==> config.mk <==
export PLATFORM = sky130hd
export DESIGN_NAME = controlador_interrupciones
export DESIGN_NICKNAME = d
export VERILOG_FILES = /design/src/rtl/controlador_interrupciones.sv
export SDC_FILE = /design/constraint.sdc
export NUM_CORES = 1
export LEC_CHECK = 0
export BUFFER_PORTS_ARGS = -buffer_cell sky130_fd_sc_hd__buf_2
export CAP_MARGIN = 15
export CORE_ASPECT_RATIO = 0.9
export CORE_MARGIN = 1
export CORE_UTILIZATION = 35
export CTS_BUF_LIST = sky130_fd_sc_hd__clkbuf_16
export DETAILED_ROUTE_END_ITERATION = 10
export GPL_TIMING_DRIVEN = 0
export SYNTH_ARGS = -nofsm -noshare
export SYNTH_HDL_FRONTEND = slang
export SYNTH_SLANG_ARGS = --single-unit
==> constraint.sdc <==
create_clock -name clk -period 1.5 [get_ports clk]
set_clock_uncertainty 0.15 [all_clocks]
set_input_delay 0 -clock clk [delete_from_list [all_inputs] [get_ports clk]]
set_output_delay 0 -clock clk [all_outputs]
set_load 0.01 [all_outputs]
==> src/rtl/controlador_interrupciones.sv <==
// Interrupt controller feeding the 3-bit interrupt input of the single-cycle datapath.
// Seven level request lines are edge-detected and latched as pending.
// Each line has an enable bit in the mask register.
// The highest-priority eligible line (line 0 first) is presented as a one-cycle code.
// No further dispatch happens until the control unit signals the end of the handler.
//
// Ports:
//   clk              system clock, rising edge
//   reset            asynchronous, active-high
//   peticiones       device request lines (bit i -> code i+1)
//   habilitar_global 1 = dispatch allowed (pending bits latch regardless)
//   we_mascara       mask write strobe
//   dato_mascara     new mask value (bit i = 1 enables line i)
//   fin_interrupcion one-cycle pulse at handler return
//   interrupciones   registered code to the datapath, 000 = none
//   en_servicio      1 while a dispatched interrupt has not been ended
//   pendientes       pending register
//   mascara          current mask register
module controlador_interrupciones (
    input  logic       clk,
    input  logic       reset,
    input  logic [6:0] peticiones,
    input  logic       habilitar_global,
    input  logic       we_mascara,
    input  logic [6:0] dato_mascara,
    input  logic       fin_interrupcion,
    output logic [2:0] interrupciones,
    output logic       en_servicio,
    output logic [6:0] pendientes,
    output logic [6:0] mascara
);

    typedef enum logic [1:0] {StReposo, StDespacho, StEnServicio} estado_t;

    estado_t    estado;
    logic [6:0] prev;
    logic [6:0] flancos;
    logic [6:0] elegibles;
    logic [6:0] seleccion;
    logic [6:0] limpiar;
    logic [2:0] codigo;

    always_comb begin
        flancos   = peticiones & ~prev;
        elegibles = pendientes & mascara & {7{habilitar_global}};
        // Isolate the lowest set bit: the line being dispatched.
        seleccion = elegibles & (~elegibles + 7'd1);
        codigo    = 3'd0;
        for (int i = 6; i >= 0; i--) begin
            if (elegibles[i]) begin
                codigo = 3'(i + 1);
            end
        end
        limpiar = (estado == StReposo) ? seleccion : 7'd0;
    end

    always_ff @(posedge clk or posedge reset) begin
        if (reset) begin
            estado         <= StReposo;
            prev           <= 7'd0;
            pendientes     <= 7'd0;
            mascara        <= 7'h7f;
            interrupciones <= 3'd0;
            en_servicio    <= 1'b0;
        end else begin
            prev <= peticiones;
            if (we_mascara) begin
                mascara <= dato_mascara;
            end
            // A fresh edge on the line being cleared wins over the clear.
            pendientes     <= (pendientes & ~limpiar) | flancos;
            interrupciones <= 3'd0;
            case (estado)
                StReposo: begin
                    if (elegibles != 7'd0) begin
                        estado         <= StDespacho;
                        interrupciones <= codigo;
                        en_servicio    <= 1'b1;
                    end
                end
                StDespacho: begin
                    estado <= StEnServicio;
                end
                StEnServicio: begin
                    if (fin_interrupcion) begin
                        estado      <= StReposo;
                        en_servicio <= 1'b0;
                    end
                end
                default: begin
                    estado      <= StReposo;
                    en_servicio <= 1'b0;
                end
            endcase
        end
    end

endmodule

==> summary.txt, run 1 <==
Route
  – Post-route ant nets: 0
  – Via count: 927
  – WL per Instance: 13.0 um
  – DRT Pass-1 Iters: 7
  – # DRC: 0
  – Initial drt markers: 32
  – Via-to-Cell Ratio: 4.80
  – Total wire length: 2520 um

STA
  – Min Clock Period, post-route: 1600 ps
  – Tcrit/Tclk final: 1.07
  – Setup slack after layout: -104 ps
  – RSZ-0062 raised after global routing: yes
  – Slew @ Worst Pin: 573 ps
  – Relative slew slack: 0.617
  – Final hold violation count: 0
  – Slew Limit Fails: 0
  – # setup viols final: 6
  – Fin Hold WS: 82.0 ps
  – Fmax: 0.624 GHz

CTS
  – Clock H-tree levels: 1
  – Worst skew pair latency: 260 ps
  – TritonCTS buffer count: 3
  – Longest Clk Path Bufs: 2
  – TritonCTS clock tree: built
  – Clock Sink Count: 27
  – Clock root buffer: clkbuf_16
  – Clock transition at path regs: 60 ps

Min path
  – Min-Delay Path Class: input port to flip-flop
  – Worst Hold End: mascara[5]$_DFFE_PP1P_
  – Hold Path Cell Cnt: 2
  – Hold_sp: we_mascara

Yosys
  – Netlist cell types: 25
  – Synth Cell Area: 1070 um2
  – Post-Synthesis Net Count: 108
  – Sequential fraction of the synthesis area: 0.640
  – Yosys reg bits: 27
  – Post-Syn Instances: 89
  – Syn. warnings: 0
  – Avg Cell Area, Syn: 12.0 um2

Worst setup path
  – Largest stage delay, worst path: 440 ps
  – Crit path cell chain: a222oi_1, buf_4, buf_4, a21boi_4, a21o_1
  – Setup CP Type: flip-flop to flip-flop
  – Reg2reg start: mascara[0]$_DFFE_PP1P_
  – CP startpoint: mascara[0]$_DFFE_PP1P_
  – Worst Reg-to-Reg Cells: 5
  – CP max stage cell: a222oi_1
  – Worst R2R End: en_servicio$_DFFE_PP0P_
  – R2r setup slk: -100 ps
  – Crit. End Element: flip-flop
  – Critical path required time: 1500 ps
  – CP max FO: 4
  – Startpoint types: flip-flop
  – CP Data Arrival Time: 1610 ps
  – Most used cell along the critical path: buf_4

GRT
  – GRT Residual Overflow: 0
  – Grt met3 use: 0.0496
  – Met2 Use GR: 0.306
  – Vias in the first global route: 922
  – Layer with the highest usage: met2
  – Antenna violations before repair: 0
  – First-pass GRT wire length: 4160 um
  – Largest net degree at the start of global routing: 28
  – M1 GR Usage: 0.221
  – Overall routing resource usage: 0.182

Die
  – Core Box Area: 2820 um2
  – Rows: 18
  – Die ar.: 3280 um2
  – Chip Height: 54.5 um
  – Die W: 60.3 um
  – Initial core utilization: 0.380
  – Io pins: 37

Final layout
  – NumNets Final: 173
  – Area growth syn-to-layout: 54.2%
  – Ratio of cells with drive above 1 in the final layout: 0.451
  – Number of diodes: 0
  – Fin cells: 193
  – Design Area, Final: 1650 um2

Power
  – Peak VDD IR: 0.768 mV
  – LEAKAGE: 0.797 nW
  – Total power: 2.18 mW
  – Pwr dens: 1320 nW/um2

Run
  – Max-cap violations: 0

Placement
  – Post-DP Area: 1290 um2
  – Port Buffers: 35
  – Placed cells: 164
  – Routability Congestion: 0.816
  – DPL Wire Length: 1620 um

Status
  – Failing checks: negative setup slack
  – Status: finished, violations left
timing repair:
item / in CTS / in global routing
endpoints found under the setup margin: 6 / 28
resized for setup: 2 / 8
hold buffers: 17 / 0
pin swaps: 4 / 5
setup buffers: 3 / 5
endpoints found under the hold margin: 44 / 0
cells in the final DEF (no fill, tap or decap), drive strengths merged:
master | Yosys | layout
a22o | 3 | 3
clkinv | 0 | 1
a222oi | 2 | 2
dlygate4sd3 | 0 | 17
nand4 | 2 | 2
mux2i | 1 | 1
dfrtp | 20 | 20
a22oi | 1 | 1
buf | 0 | 43
nand3 | 4 | 4
a32oi | 1 | 1
dfstp | 7 | 7
clkinvlp | 0 | 1
and3 | 1 | 1
clkbuf | 1 | 4
inv | 9 | 8
nor2 | 2 | 2
a41o | 1 | 1
o21ai | 6 | 6
o211ai | 1 | 1
and2 | 2 | 2
nor3b | 2 | 2
a21o | 1 | 1
mux2 | 7 | 7
a21boi | 1 | 1
nand2b | 1 | 1
nand2 | 13 | 13
state kept, by name, indices dropped and copies added (netlist names):
name / flops
en_servicio: 1
estado: 2
interrupciones: 3
mascara: 7
pendientes: 7
prev: 7
per-layer routing:
| layer | up-vias | routed length, um |
|---|---|---|
| met5 | - | 0 |
| met4 | 0 | 47 |
| met3 | 9 | 122 |
| met2 | 34 | 1270 |
| met1 | 444 | 1070 |
| li1 | 440 | - |
cells by family (layout without fill, tap and decap cells):
| kind of cell | after synthesis | in the layout | synth area share |
|---|---|---|---|
| simple gates | 27 | 27 | 0.125 |
| buf+inv | 10 | 74 | 0.0351 |
| flops | 27 | 27 | 0.640 |
| compound gates | 17 | 17 | 0.117 |
| mux | 8 | 8 | 0.0830 |
worst max-delay path by stage:
stage          slack (ps)  depth (start not counted)                 endpoint
4_1_cts               -60                          4  pendientes[6]$_DFF_PP0_
2_1_floorplan         -70                          4  pendientes[6]$_DFF_PP0_
3_3_place_gp         -190                          4  pendientes[6]$_DFF_PP0_
3_5_place_dp         -170                          4  pendientes[6]$_DFF_PP0_
6_report             -100                          5  en_servicio$_DFFE_PP0P_
5_1_grt              -190                          5  pendientes[4]$_DFF_PP0_
critical path, delay by kind of cell (launching register included):
family / cells / cell delay, ps
DFF: 1 / 390
buffers and inverters: 2 / 320
AOI/OAI and AO/OA: 3 / 640
report_power, final:
part / total (mW) / leakage (nW) / switching (mW) / internal (mW)
logic: 0.598 / 0.457 / 0.276 / 0.322
clock network: 0.598 / 0.0409 / 0.238 / 0.359
registers: 0.984 / 0.299 / 0.125 / 0.860
total: 2.18 / 0.797 / 0.639 / 1.54
Yosys cell counts:
cell type	number	area share
and2_1	2	0.012
nor2_1	2	0.0070
o21ai_1	3	0.014
nand4_1	2	0.012
nand2_1	13	0.046
and3_1	1	0.0059
inv_1	9	0.032
o21ai_0	3	0.014
a21o_1	1	0.0070
o211ai_1	1	0.0070
mux2i_1	1	0.0094
a22oi_1	1	0.0070
a21boi_1	1	0.0070
mux2_2	7	0.074
dfstp_2	7	0.17
dfrtp_1	20	0.47
nand2b_1	1	0.0059
nand3_1	4	0.019
nor3b_1	1	0.0070
a41o_1	1	0.0094
a32oi_1	1	0.0082
a22o_1	3	0.025
nor3b_2	1	0.012
a222oi_1	2	0.019
clkbuf_1	1	0.0035
final cells by class:
| class | instances | area [um2] |
|---|---|---|
| plain buffers | 1 | 3.75 |
| clock buffers | 3 | 75.1 |
| clock inverters | 1 | 5.00 |
| fillers | 247 | 1170 |
| inverters | 9 | 37.5 |
| multi-input cells | 52 | 388 |
| flip-flops and latches | 27 | 684 |
| well taps | 40 | 50.0 |
| repair buffers | 60 | 405 |
through the flow:
| step | setup TNS (ps) | utilization | worst slack [ps] |
|---|---|---|---|
| floorplan | -147 | - | -72.9 |
| global placement | -560 | 0.460 | -187 |
| detailed placement | -426 | 0.460 | -167 |
| CTS | -125 | 0.560 | -55.7 |
| global route | -1080 | 0.586 | -192 |
| finish | -514 | 0.586 | -104 |
Note: power is estimated with default switching activity, not from simulation.
==> run 2, diff against run 1 <==
- ABC_AREA: unset -> 1
==> summary.txt, run 2 <==
Status
  – Status: complete, no violations

Yosys
  – Top cell type's share of synthesized area: 0.423
  – Post-synth ARST share: 1.00
  – Post-Synthesis Net Count: 137
  – Syn. warnings: 0
  – Most common cell in the synthesized netlist: nand2_1
  – Most used flip-flop cell after synthesis: dfrtp_1
  – Sequential fraction of the synthesis area: 0.579
  – Cell accounting for the most synthesized area: dfrtp_1
  – Commonest cells post-synth: 33 x nand2_1, 20 x dfrtp_1, 17 x inv_1
  – Post-synth EDFFs: 0
  – Synth Cell Area: 1180 um2
  – Yosys reg bits: 27
  – Synth area leaders: dfrtp_1 42%, dfstp_2 16%, nand2_1 10%
  – Post-Syn Instances: 118
  – Avg Cell Area, Syn: 10.0 um2
  – Netlist cell types: 20

Final layout
  – Design Area, Final: 1670 um2
  – Top flop regs: mascara (7), pendientes (7), prev (7)
  – Most frequent cells in the layout: 34 x buf_2, 33 x nand2_1, 20 x dfrtp_1
  – Ratio of cells with drive above 1 in the final layout: 0.379
  – Number of diodes: 0
  – Area growth syn-to-layout: 41.2%
  – NumNets Final: 194
  – Most common cell after layout, fill and taps aside: buf_2

Route
  – Total wire length: 2220 um
  – WL per Instance: 10.3 um
  – DRT Pass-1 Iters: 4
  – # DRC: 0
  – Via count: 913
  – Initial drt markers: 21
  – Post-route ant nets: 0
  – Via-to-Cell Ratio: 4.23

Power
  – Pwr dens: 1330 nW/um2
  – LEAKAGE: 0.843 nW
  – Total power: 2.22 mW
  – Peak VDD IR: 0.857 mV

Worst setup path
  – Startpoint types: input port
  – Crit path cell chain: dlygate4sd3_1, clkbuf_4, nand2_1, dlygate4sd3_1, o21ai_0
  – CP max FO: 8
  – Setup CP Type: input port to flip-flop
  – Critical Path End: mascara[6]$_DFFE_PP1P_
  – CP max stage cell: dlygate4sd3_1
  – CP Data Arrival Time: 1430 ps
  – Worst Reg-to-Reg Cells: 6
  – R2r setup slk: 200 ps
  – Largest stage delay, worst path: 560 ps
  – CP startpoint: we_mascara
  – Reg2reg start: estado[0]$_DFFE_PP0P_
  – Critical path required time: 1540 ps
  – Crit. End Element: flip-flop
  – Worst R2R End: pendientes[3]$_DFF_PP0_
  – Most used cell along the critical path: dlygate4sd3_1

Placement
  – Post-DP Area: 1410 um2
  – DPL Wire Length: 1640 um
  – Routability Congestion: 0.751
  – Port Buffers: 34
  – Worst slack at placement: 130 ps

CTS
  – Clock Sink Count: 27
  – Longest Clk Path Bufs: 2
  – Setup Fix Bufs, Post-CTS: 0
  – TritonCTS buffer count: 3
  – TritonCTS clock tree: built
  – Clock root buffer: clkbuf_16
  – Clock H-tree levels: 1
  – Clock transition at path regs: 60 ps
  – Worst skew pair latency: 260 ps

STA
  – Setup_tns: 0 ps
  – Slew Limit Fails: 0
  – Min Clock Period, post-route: 1390 ps
  – Fin Hold WS: 6.92 ps
  – RSZ-0062 raised after global routing: no
  – Final hold violation count: 0
  – Tcrit/Tclk final: 0.926
  – Fmax: 0.720 GHz
  – Relative slew slack: 0.353
  – Setup slack after layout: 111 ps
  – Slew @ Worst Pin: 970 ps
  – # setup viols final: 0

Die
  – Io pins: 37
  – Die ar.: 3610 um2
  – Initial core utilization: 0.377
  – Core Box Area: 3140 um2
  – Chip Height: 57.1 um
  – Die W: 63.3 um
  – Rows: 19

GRT
  – GRT Residual Overflow: 0
  – Largest net degree at the start of global routing: 28
  – Overall routing resource usage: 0.139
  – Antenna violations before repair: 0
  – Vias in the first global route: 872
  – First-pass GRT wire length: 3840 um

Run
  – Max-cap violations: 0

Min path
  – Hold_sp: habilitar_global
  – Min-Delay Path Class: input port to flip-flop
-- run 2: how the worst min path moves through the flow --
stage	end	cells after the start
global placement	prev[5]$_DFF_PP0_	1
CTS	pendientes[5]$_DFF_PP0_	6
global route	pendientes[0]$_DFF_PP0_	4
floorplan	prev[0]$_DFF_PP0_	0
detailed placement	prev[5]$_DFF_PP0_	1
finish	pendientes[0]$_DFF_PP0_	4
-- run 2: report_power, final --
part,switching [mW],internal [mW]
clock,0.226,0.356
sequential,0.107,0.890
combinational,0.370,0.275
total,0.703,1.52
-- run 2: area by class of cell --
class	count	area, um2
multi-input cells	72	420
plain buffers	2	18.8
repair buffers	52	350
clock buffers	3	75.1
fillers	305	1470
flip-flops and latches	27	684
well taps	42	52.6
inverters	17	63.8
clock inverters	1	3.75
-- run 2: logic make-up (layout without fill, tap and decap cells) --
family	count (synthesis)	after routing	share of synthesized area
and+or+nand+nor	55	55	0.247
muxes	6	6	0.0571
buffers and inverters	19	75	0.0677
AOI/OAI and AO/OA	11	11	0.0497
DFF	27	27	0.579
-- run 2: layer usage --
layer  global-route usage  vias up  share of wire
li1                     -      472              -
met1                0.169      414           0.45
met2                0.241       25           0.50
met3               0.0460        2          0.047
met4               0.0292        0         0.0041
met5                    0        -              0
-- run 2: worst max-delay path: cells and delay by family --
family | cells | cell delay, ps
simple gates | 1 | 70
compound gates | 1 | 70
buf+inv | 3 | 1280
-- run 2: what timing repair did --
item	in CTS	in global routing
hold buffers	18	0
resized for setup	0	2
setup endpoints to repair	0	3
endpoints found under the hold margin	43	0
-- run 2: per-stage QoR --
stage | util | std cells
global route | 0.532 | 216
CTS | 0.530 | 216
floorplan | - | 118
detailed placement | 0.448 | 194
finish | 0.532 | 216
global placement | 0.448 | 194
==> run 3, diff against run 2 <==
- CTS_BUF_LIST: sky130_fd_sc_hd__clkbuf_16 -> sky130_fd_sc_hd__clkbuf_8
==> summary.txt, run 3 (synthesized netlist as in run 2, its figures left out) <==
CTS
  – Longest Clk Path Bufs: 2
  – Worst skew pair latency: 270 ps
  – TritonCTS buffer count: 3
  – Clock H-tree levels: 1
  – CTS resizes: 0
  – Clock transition at path regs: 90 ps
  – Clock Sink Count: 27
  – Clock root buffer: clkbuf_8
  – TritonCTS clock tree: built

STA
  – Slew @ Worst Pin: 970 ps
  – RSZ-0062 raised after global routing: no
  – Tcrit/Tclk final: 0.942
  – # setup viols final: 0
  – Setup_tns: 0 ps
  – Setup slack after layout: 86.8 ps
  – Final hold violation count: 0
  – Min Clock Period, post-route: 1410 ps
  – Fmax: 0.708 GHz
  – Relative slew slack: 0.353
  – Slew Limit Fails: 0

Route
  – Total wire length: 2190 um
  – # DRC: 0
  – Initial drt markers: 17
  – Via count: 911
  – Post-route ant nets: 0
  – WL per Instance: 10.1 um
  – DRT Pass-1 Iters: 4
  – Via-to-Cell Ratio: 4.20

Power
  – LEAKAGE: 0.831 nW
  – Switching share of power: 0.336
  – Seq pwr share: 0.490
  – Pwr dens: 1230 nW/um2
  – Clk network pwr share: 0.196
  – Int Pwr: 1.34 mW
  – Combinational Power Share: 0.315
  – Net Switching: 0.679 mW
  – Peak VDD IR: 0.617 mV

Final layout
  – Top flop regs: mascara (7), pendientes (7), prev (7)
  – NumNets Final: 195
  – Filler cells: 310
  – Area growth syn-to-layout: 38.7%
  – Most common cell after layout, fill and taps aside: buf_2
  – Ratio of cells with drive above 1 in the final layout: 0.371
  – Most frequent cells in the layout: 35 x buf_2, 33 x nand2_1, 20 x dfrtp_1
  – Number of diodes: 0

Worst setup path
  – CP Data Arrival Time: 1470 ps
  – Crit path cell chain: dlygate4sd3_1, buf_2, nand2_1, dlygate4sd3_1, o21ai_0
  – Crit path max-delay family: buffers and inverters
  – Setup CP Type: input port to flip-flop
  – CP max stage cell: dlygate4sd3_1
  – Crit path buffers/inverters: 3
  – Largest stage delay, worst path: 560 ps
  – Startpoint types: input port
  – Critical path required time: 1550 ps
  – CP max FO: 8
  – Most used cell along the critical path: dlygate4sd3_1
  – Crit. End Element: flip-flop

GRT
  – Vias in the first global route: 859
  – Overall routing resource usage: 0.138
  – GRT Residual Overflow: 0
  – Largest net degree at the start of global routing: 28
  – First-pass GRT wire length: 3810 um
  – Antenna violations before repair: 0

Die
  – Die ar.: 3610 um2
  – Io pins: 37
  – Initial core utilization: 0.377
  – Core Box Area: 3140 um2
  – Die W: 63.3 um
  – Chip Height: 57.1 um
  – Rows: 19

Status
  – Status: complete, no violations

Placement
  – Routability Congestion: 0.751
  – Port Buffers: 34
  – DPL Wire Length: 1640 um
  – Worst slack at placement: 130 ps

Min path
  – Min-Delay Path Class: input port to flip-flop

Run
  – Max-cap violations: 0
run 3: cell count changes in the layout (fill, tap and decap cells not counted):
| cell | previous run | this run |
|---|---|---|
| clkbuf_4 | 1 | 0 |
| buf_2 | 34 | 35 |
| nor2_2 | 4 | 3 |
| nor2_1 | 6 | 7 |
| clkbuf_16 | 3 | 0 |
| dlygate4sd3_1 | 18 | 19 |
| clkbuf_8 | 0 | 3 |
run 3: layer usage:
metal  vias to the layer above  share of wire  GRT usage
met3                         2          0.049     0.0460
met5                         -              0          0
li1                        473              -          -
met1                       411           0.46      0.171
met4                         0         0.0041     0.0390
met2                        25           0.49      0.233
run 3: repair_timing:
item,4_1_cts,5_1_grt
setup buffers,0,0
hold endpoints to repair,43,0
hold buffers,19,0
run 3: layout make-up:
type,count,area [um2],share of cell area
inverters,17,63.8,0.0389
clock buffers,3,41.3,0.0252
plain buffers,2,16.3,0.00992
flip-flops and latches,27,684,0.417
repair buffers,53,360,0.220
multi-input cells,72,418,0.255
well taps,42,52.6,0.0320
clock inverters,1,3.75,0.00229
run 3: stage by stage:
stage	power, mW	std cells	hold slack [ps]	area [um2]	utilization
CTS	2.05	217	220	1640	0.523
global route	2.17	217	226	1640	0.523
finish	2.02	217	227	1640	0.523
detailed placement	1.62	194	-24.8	1410	0.448
floorplan	1.40	118	-119	1180	-
global placement	1.60	194	-27.0	1410	0.448
run 3: final timing paths:
path	from	end	slack [ps]	cells past startpoint
worst max-delay path	we_mascara	mascara[6]$_DFFE_PP1P_	90	5
worst min-delay path	peticiones[6]	prev[6]$_DFF_PP0_	230	2
worst max register to register	estado[0]$_DFFE_PP0P_	pendientes[3]$_DFF_PP0_	140	6
worst min register to register	prev[0]$_DFF_PP0_	pendientes[0]$_DFF_PP0_	280	1
max in group asynchronous	reset	en_servicio$_DFFE_PP0P_	260	3
min in group asynchronous	reset	prev[3]$_DFF_PP0_	350	3
run 3: power groups by stage:
| stage | Sequential [mW] | Combinational (mW) | Clock [mW] |
|---|---|---|---|
| floorplan | 1.05 | 0.345 | 0 |
| global placement | 0.999 | 0.599 | 0 |
| detailed placement | 1.01 | 0.610 | 0 |
| CTS | 0.994 | 0.650 | 0.409 |
| global route | 1.01 | 0.726 | 0.431 |
| finish | 0.991 | 0.637 | 0.396 |
